`src/rtl/and_share_arbiter_if.sv`:
```
// Handshake/data bundle between the requesters and the shared AND unit.
//   req  : per-requester request level
//   a0   : operand A, requester i at [i*WIDTH +: WIDTH]
//   a1   : operand B, same packing
//   ack  : consumer accepts the result while done=1
//   gnt  : one-hot, one-cycle grant pulse
//   busy : arbiter not idle
//   done : result valid, held until ack
//   id   : requester that owns x
//   x    : captured a0 & captured a1
// The master modport is the requester/consumer side; the slave modport is the arbiter.
interface and_share_arbiter_if #(
  parameter int NREQ  = 4,
  parameter int WIDTH = 8,
  parameter int IDW   = 2
);
  logic [NREQ-1:0]       req;
  logic [NREQ*WIDTH-1:0] a0;
  logic [NREQ*WIDTH-1:0] a1;
  logic                  ack;
  logic [NREQ-1:0]       gnt;
  logic                  busy;
  logic                  done;
  logic [IDW-1:0]        id;
  logic [WIDTH-1:0]      x;

  modport master (output req, a0, a1, ack, input gnt, busy, done, id, x);
  modport slave  (input req, a0, a1, ack, output gnt, busy, done, id, x);
endinterface

```
`src/rtl/and_share_arbiter.sv`:
```
// Shares one registered bitwise 2-input AND among NREQ requesters with
// round-robin arbitration. Operands are captured at the grant edge, the
// result is evaluated one cycle later and held until the consumer acks.
//   clk   : rising-edge clock
//   rst_n : asynchronous active-low reset
//   bus   : and_share_arbiter_if slave modport (req/a0/a1/ack in,
//           gnt/busy/done/id/x out)
//
// state | meaning
// ------+---------------------------------------------------------------
// IDLE  | waiting for any req; grants the winner and captures its operands
// EVAL  | computes x from the captured operands, raises done
// RESP  | result presented; leaves on ack and advances the rr pointer
module and_share_arbiter #(
  parameter int NREQ  = 4,
  parameter int WIDTH = 8,
  parameter int IDW   = 2
) (
  input  logic                clk,
  input  logic                rst_n,
  and_share_arbiter_if.slave  bus
);

  typedef enum logic [1:0] {IDLE, EVAL, RESP} state_t;

  state_t           state_q, state_d;
  logic [IDW-1:0]   ptr_q, ptr_d;
  logic [NREQ-1:0]  gnt_q, gnt_d;
  logic             done_q, done_d;
  logic [IDW-1:0]   id_q, id_d;
  logic [WIDTH-1:0] x_q, x_d;
  logic [WIDTH-1:0] cap_a_q, cap_a_d;
  logic [WIDTH-1:0] cap_b_q, cap_b_d;

  logic [IDW-1:0]   win;
  logic             found;
  int               idx;

  // First set req bit searching ptr, ptr+1, ... with wrap at NREQ.
  always_comb begin
    win   = '0;
    found = 1'b0;
    idx   = 0;
    for (int k = 0; k < NREQ; k++) begin
      idx = int'(ptr_q) + k;
      if (idx >= NREQ) idx = idx - NREQ;
      if (!found && bus.req[idx]) begin
        found = 1'b1;
        win   = idx[IDW-1:0];
      end
    end
  end

  always_comb begin
    state_d = state_q;
    ptr_d   = ptr_q;
    gnt_d   = '0;
    done_d  = done_q;
    id_d    = id_q;
    x_d     = x_q;
    cap_a_d = cap_a_q;
    cap_b_d = cap_b_q;
    unique case (state_q)
      IDLE: begin
        if (found) begin
          gnt_d[win] = 1'b1;
          cap_a_d    = bus.a0[win*WIDTH +: WIDTH];
          cap_b_d    = bus.a1[win*WIDTH +: WIDTH];
          id_d       = win;
          state_d    = EVAL;
        end
      end
      EVAL: begin
        x_d     = cap_a_q & cap_b_q;
        done_d  = 1'b1;
        state_d = RESP;
      end
      RESP: begin
        if (bus.ack) begin
          done_d  = 1'b0;
          // Owner just served drops to lowest priority.
          ptr_d   = (int'(id_q) == NREQ - 1) ? '0 : id_q + 1'b1;
          state_d = IDLE;
        end
      end
      default: state_d = IDLE;
    endcase
  end

  always_ff @(posedge clk or negedge rst_n) begin
    if (!rst_n) begin
      state_q <= IDLE;
      ptr_q   <= '0;
      gnt_q   <= '0;
      done_q  <= 1'b0;
      id_q    <= '0;
      x_q     <= '0;
      cap_a_q <= '0;
      cap_b_q <= '0;
    end else begin
      state_q <= state_d;
      ptr_q   <= ptr_d;
      gnt_q   <= gnt_d;
      done_q  <= done_d;
      id_q    <= id_d;
      x_q     <= x_d;
      cap_a_q <= cap_a_d;
      cap_b_q <= cap_b_d;
    end
  end

  assign bus.gnt  = gnt_q;
  assign bus.busy = (state_q != IDLE);
  assign bus.done = done_q;
  assign bus.id   = id_q;
  assign bus.x    = x_q;

endmodule

```
`src/flat_wrapper.sv`:
```
// flat-port wrapper written by rule: the top's interface ports become plain ports
module and_share_arbiter_flat 
#(
  parameter int NREQ  = 4,
  parameter int WIDTH = 8,
  parameter int IDW   = 2
)
  (clk, rst_n, bus_req, bus_a0, bus_a1, bus_ack, bus_gnt, bus_busy, bus_done, bus_id, bus_x);
  and_share_arbiter_if #(.NREQ(NREQ), .WIDTH(WIDTH), .IDW(IDW)) bus_i ();
  input  logic clk;
  input  logic rst_n;
  input wire logic [$bits(bus_i.req)-1:0] bus_req;
  input wire logic [$bits(bus_i.a0)-1:0] bus_a0;
  input wire logic [$bits(bus_i.a1)-1:0] bus_a1;
  input wire logic [$bits(bus_i.ack)-1:0] bus_ack;
  output wire logic [$bits(bus_i.gnt)-1:0] bus_gnt;
  output wire logic [$bits(bus_i.busy)-1:0] bus_busy;
  output wire logic [$bits(bus_i.done)-1:0] bus_done;
  output wire logic [$bits(bus_i.id)-1:0] bus_id;
  output wire logic [$bits(bus_i.x)-1:0] bus_x;
  assign bus_i.req = bus_req;
  assign bus_i.a0 = bus_a0;
  assign bus_i.a1 = bus_a1;
  assign bus_i.ack = bus_ack;
  assign bus_gnt = bus_i.gnt;
  assign bus_busy = bus_i.busy;
  assign bus_done = bus_i.done;
  assign bus_id = bus_i.id;
  assign bus_x = bus_i.x;
  and_share_arbiter #(.NREQ(NREQ), .WIDTH(WIDTH), .IDW(IDW)) u_core (.clk(clk), .rst_n(rst_n), .bus(bus_i));
endmodule
```
`config.mk`:
```
export PLATFORM = sky130hd
export DESIGN_NAME = and_share_arbiter_flat
export DESIGN_NICKNAME = d
export VERILOG_FILES = /design/src/rtl/and_share_arbiter_if.sv /design/src/rtl/and_share_arbiter.sv /design/src/flat_wrapper.sv
export SDC_FILE = /design/constraint.sdc
export NUM_CORES = 1
export LEC_CHECK = 0
export ABC_AREA = 0
export BUFFER_PORTS_ARGS = -buffer_cell sky130_fd_sc_hd__buf_2
export CORE_ASPECT_RATIO = 1.25
export CORE_MARGIN = 5
export CORE_UTILIZATION = 52
export CTS_BUF_LIST = sky130_fd_sc_hd__clkbuf_8
export DETAILED_ROUTE_END_ITERATION = 8
export GPL_TIMING_DRIVEN = 0
export MAX_ROUTING_LAYER = met4
export PLACE_DENSITY = 0.95
export SLEW_MARGIN = 20
export SYNTH_ARGS = -nofsm -noshare
export SYNTH_HDL_FRONTEND = slang
export SYNTH_SLANG_ARGS = --single-unit
```
`constraint.sdc`:
```
create_clock -name clk -period 6.3 [get_ports clk]
set_clock_uncertainty 0.2 [all_clocks]
set_input_delay 1.26 -clock clk [delete_from_list [all_inputs] [get_ports clk]]
set_output_delay 1.26 -clock clk [all_outputs]
set_load 0.005 [all_outputs]
```
==> impl_metrics.env <==
export IMPL_status="finished, final reports clean"
export IMPL_slew_violations=0
export IMPL_wirelength_um=5510
export IMPL_drtAntennaViolNets=0
export IMPL_reg2reg_depth=6
export IMPL_worst_r2r_endpoint="u_core.cap_b_q[0]$_DFFE_PN0P_"
export IMPL_synth_adder_area_share_pct=0.657
export IMPL_yosys_register_bits=35
export IMPL_portBuffers=86
export IMPL_drc_errors=0
export IMPL_dp_hpwl_um=4170
export IMPL_min_path_type="flop to flop"
export IMPL_worstHoldStart="u_core.bus.x[7]$_DFFE_PN0P_"
export IMPL_synth_simple_area_share_pct=13.7
export IMPL_syn_avg_cell_area_sq_um=10.0
export IMPL_critical_path_class="input pin to flop"
export IMPL_cts_hold_buf=0
export IMPL_die_x_um=64.1
export IMPL_synth_xor_area_share_pct=0
export IMPL_min_path_cells=2
export IMPL_synth_compound_area_share_pct=24.1
export IMPL_muxShareOfSynthArea_pct=12.5
export IMPL_worst_hold_slack_ns=0.282
export IMPL_fmax_mhz=344
export IMPL_r2r_start="u_core.ptr_q[1]$_DFFE_PN0P_"
export IMPL_first_pass_iters=4
export IMPL_cts_clk_slew_worst_paths_ns=0.07
export IMPL_antenna_found_initial=1
export IMPL_postCtsSetupBuffers=0
export IMPL_drive_gt1_share_pct=43.0
export IMPL_setup_viol=0
export IMPL_whs_endpoint="u_core.bus.x[7]$_DFFE_PN0P_"
export IMPL_layout_common_cells="buf_2 (89), dfrtp_1 (35), o21ai_0 (26)"
export IMPL_core_sq_um=3510
export IMPL_grt_pass1_vias=2025
export IMPL_route_vias_total=1921
export IMPL_grt_max_degree=36
export IMPL_cts_buffer_depth=2
export IMPL_critPathMaxStageDelay_ns=0.33
export IMPL_overflow=0
export IMPL_synth_top_family_by_area="compound AO/OA/AOI/OAI gates"
export IMPL_rsz0062_at_grt="false"
export IMPL_gr_usage_all_layers_pct=23.8
export IMPL_root_buffer="clkbuf_8"
export IMPL_reg2reg_setup_slack_ns=3.96
export IMPL_vias_per_cell=5.93
export IMPL_cp_required_ns=6.27
export IMPL_synth_nets=262
export IMPL_clk_latency_ns=0.29
export IMPL_htree_levels=2
export IMPL_pre_cts_slack_ns=3.12
export IMPL_worst_slew_pin_slew_ns=0.736
export IMPL_grt_pass1_wl_um=9220
export IMPL_place_congestion=0.858
export IMPL_post_route_min_period_ns=2.91
export IMPL_row_count=24
export IMPL_drt_iter0_drc=77
export IMPL_netlist_area_sq_um=1900
export IMPL_finalCritPeriodShare_pct=46.2
export IMPL_crit_arrival_ns=2.87
export IMPL_setup_worst_path_end_class="flop"
export IMPL_tns_ns=0
export IMPL_cellLeakagePower_nw=1.26
export IMPL_p_per_area_nw_per_um2=422
export IMPL_die_area_sq_um=4980
export IMPL_clock_sinks=35
export IMPL_cts_made_buffers=5
export IMPL_initial_core_util_pct=54.2
export IMPL_finalNetCount=355
export IMPL_finalPower_mw=1.05
export IMPL_yosysWarnings=0
export IMPL_layout_setup_ws_ns=3.39
export IMPL_final_common_cell="buf_2"
export IMPL_syn_inst=190
export IMPL_cts_tree="yes"
export IMPL_irDropWorstVdd_v=0.000335
export IMPL_ys_seq_area_share_pct=46.0
export IMPL_syn_to_final_growth_pct=30.6
export IMPL_cp_slowest_cell="mux2_4"
export IMPL_finalHoldViolCount=0
export IMPL_chipHeight_um=77.7
export IMPL_cp_start_kind="input pin"
export IMPL_crit_chain="buf_2, mux2i_1, o2bb2ai_2, nor2_4, buf_6, mux2_4, a221o_1"
export IMPL_wire_per_inst_um=17.0
export IMPL_max_cap_violations=0
export IMPL_ioPinCount=87
export IMPL_ys_types=30
export IMPL_crit_fanout=10
export IMPL_cts_resized_gates=0
export IMPL_relSlewSlack_pct=50.9
## Yosys cell counts, drive strengths merged
| master | instances | area share, % |
|---|---|---|
| a2bb2oi | 1 | 0.46 |
| nor3 | 1 | 0.26 |
| o2bb2ai | 1 | 0.79 |
| a221o | 16 | 8.4 |
| buf | 5 | 1.6 |
| a211oi | 1 | 0.39 |
| nor3b | 1 | 0.39 |
| nand3 | 16 | 4.2 |
| nand2 | 21 | 4.1 |
| nand2b | 4 | 1.3 |
| o31ai | 1 | 0.39 |
| ha | 1 | 0.66 |
| nor2 | 8 | 2.1 |
| inv | 2 | 0.39 |
| mux2i | 1 | 0.53 |
| dfrtp | 35 | 46 |
| and3 | 1 | 0.33 |
| a21oi | 19 | 5.2 |
| o21ai | 27 | 7.3 |
| or2 | 3 | 0.99 |
| a21o | 3 | 1.2 |
| clkbuf | 5 | 0.99 |
| mux2 | 17 | 12 |
## report_power, final
| group | switching, mW | internal, mW |
|---|---|---|
| registers | 0.0669 | 0.318 |
| logic | 0.259 | 0.228 |
| clock network | 0.0804 | 0.0982 |
## kinds of logic (layout without fill, tap and decap cells)
kind of cell,after synthesis,count (layout)
AO/OA/AOI/OAI,69,69
AND/OR/NAND/NOR,55,55
flip-flops,35,35
multiplexers,18,18
buffers and inverters,12,106
adder cells (fa/ha/maj),1,1
other,0,1
## sequential cells by signal, indices dropped and copies added, names as in the netlist
register / cells
u_core.bus.x: 8
u_core.bus.gnt: 4
u_core.cap_a_q: 8
u_core.cap_b_q: 8
u_core.ptr_q: 2
u_core.bus.id: 2
u_core.bus.done: 1
u_core.state_q: 2
## layout make-up
class                   count  area, sq um
inverters                   2         7.51
flip-flops and latches     35          876
clock buffers               7         96.3
multi-input cells         143          972
fillers                   275         1030
repair buffers             86          430
plain buffers              10         48.8
clock inverters             1         3.75
well taps                  39         48.8
diodes                      1         2.50
## worst max-delay path by stage
stage | from | end | slack, ns
detailed placement | bus_req[3] | u_core.cap_b_q[0]$_DFFE_PN0P_ | 3.12
global placement | bus_req[3] | u_core.cap_b_q[4]$_DFFE_PN0P_ | 3.16
global route | bus_req[3] | u_core.cap_b_q[3]$_DFFE_PN0P_ | 3.31
CTS | bus_req[3] | u_core.cap_b_q[3]$_DFFE_PN0P_ | 3.41
finish | bus_req[3] | u_core.cap_b_q[0]$_DFFE_PN0P_ | 3.39
floorplan | bus_req[3] | u_core.cap_a_q[4]$_DFFE_PN0P_ | 3.46
## per-stage QoR
stage	instances	cell area, sq um	utilization [%]
global placement	315	2380	67.8
floorplan	190	1900	-
CTS	323	2480	70.7
finish	324	2490	70.8
detailed placement	315	2380	67.8
global route	324	2490	70.8
## routing by layer
| metal | vias up | share of wire (%) | GRT usage (%) |
|---|---|---|---|
| met5 | - | 0 | - |
| met4 | 0 | 2.9 | 10.4 |
| met3 | 13 | 8.0 | 5.06 |
| met2 | 100 | 51 | 38.5 |
| met1 | 911 | 38 | 28.3 |
| li1 | 897 | - | - |
## critical path: cells and delay by family
| family | cells | cell delay [ns] |
|---|---|---|
| simple gates | 1 | 0.27 |
| mux | 2 | 0.44 |
| buf+inv | 2 | 0.36 |
| compound gates | 2 | 0.54 |
No activity file was read; power rests on OpenSTA's default activity.
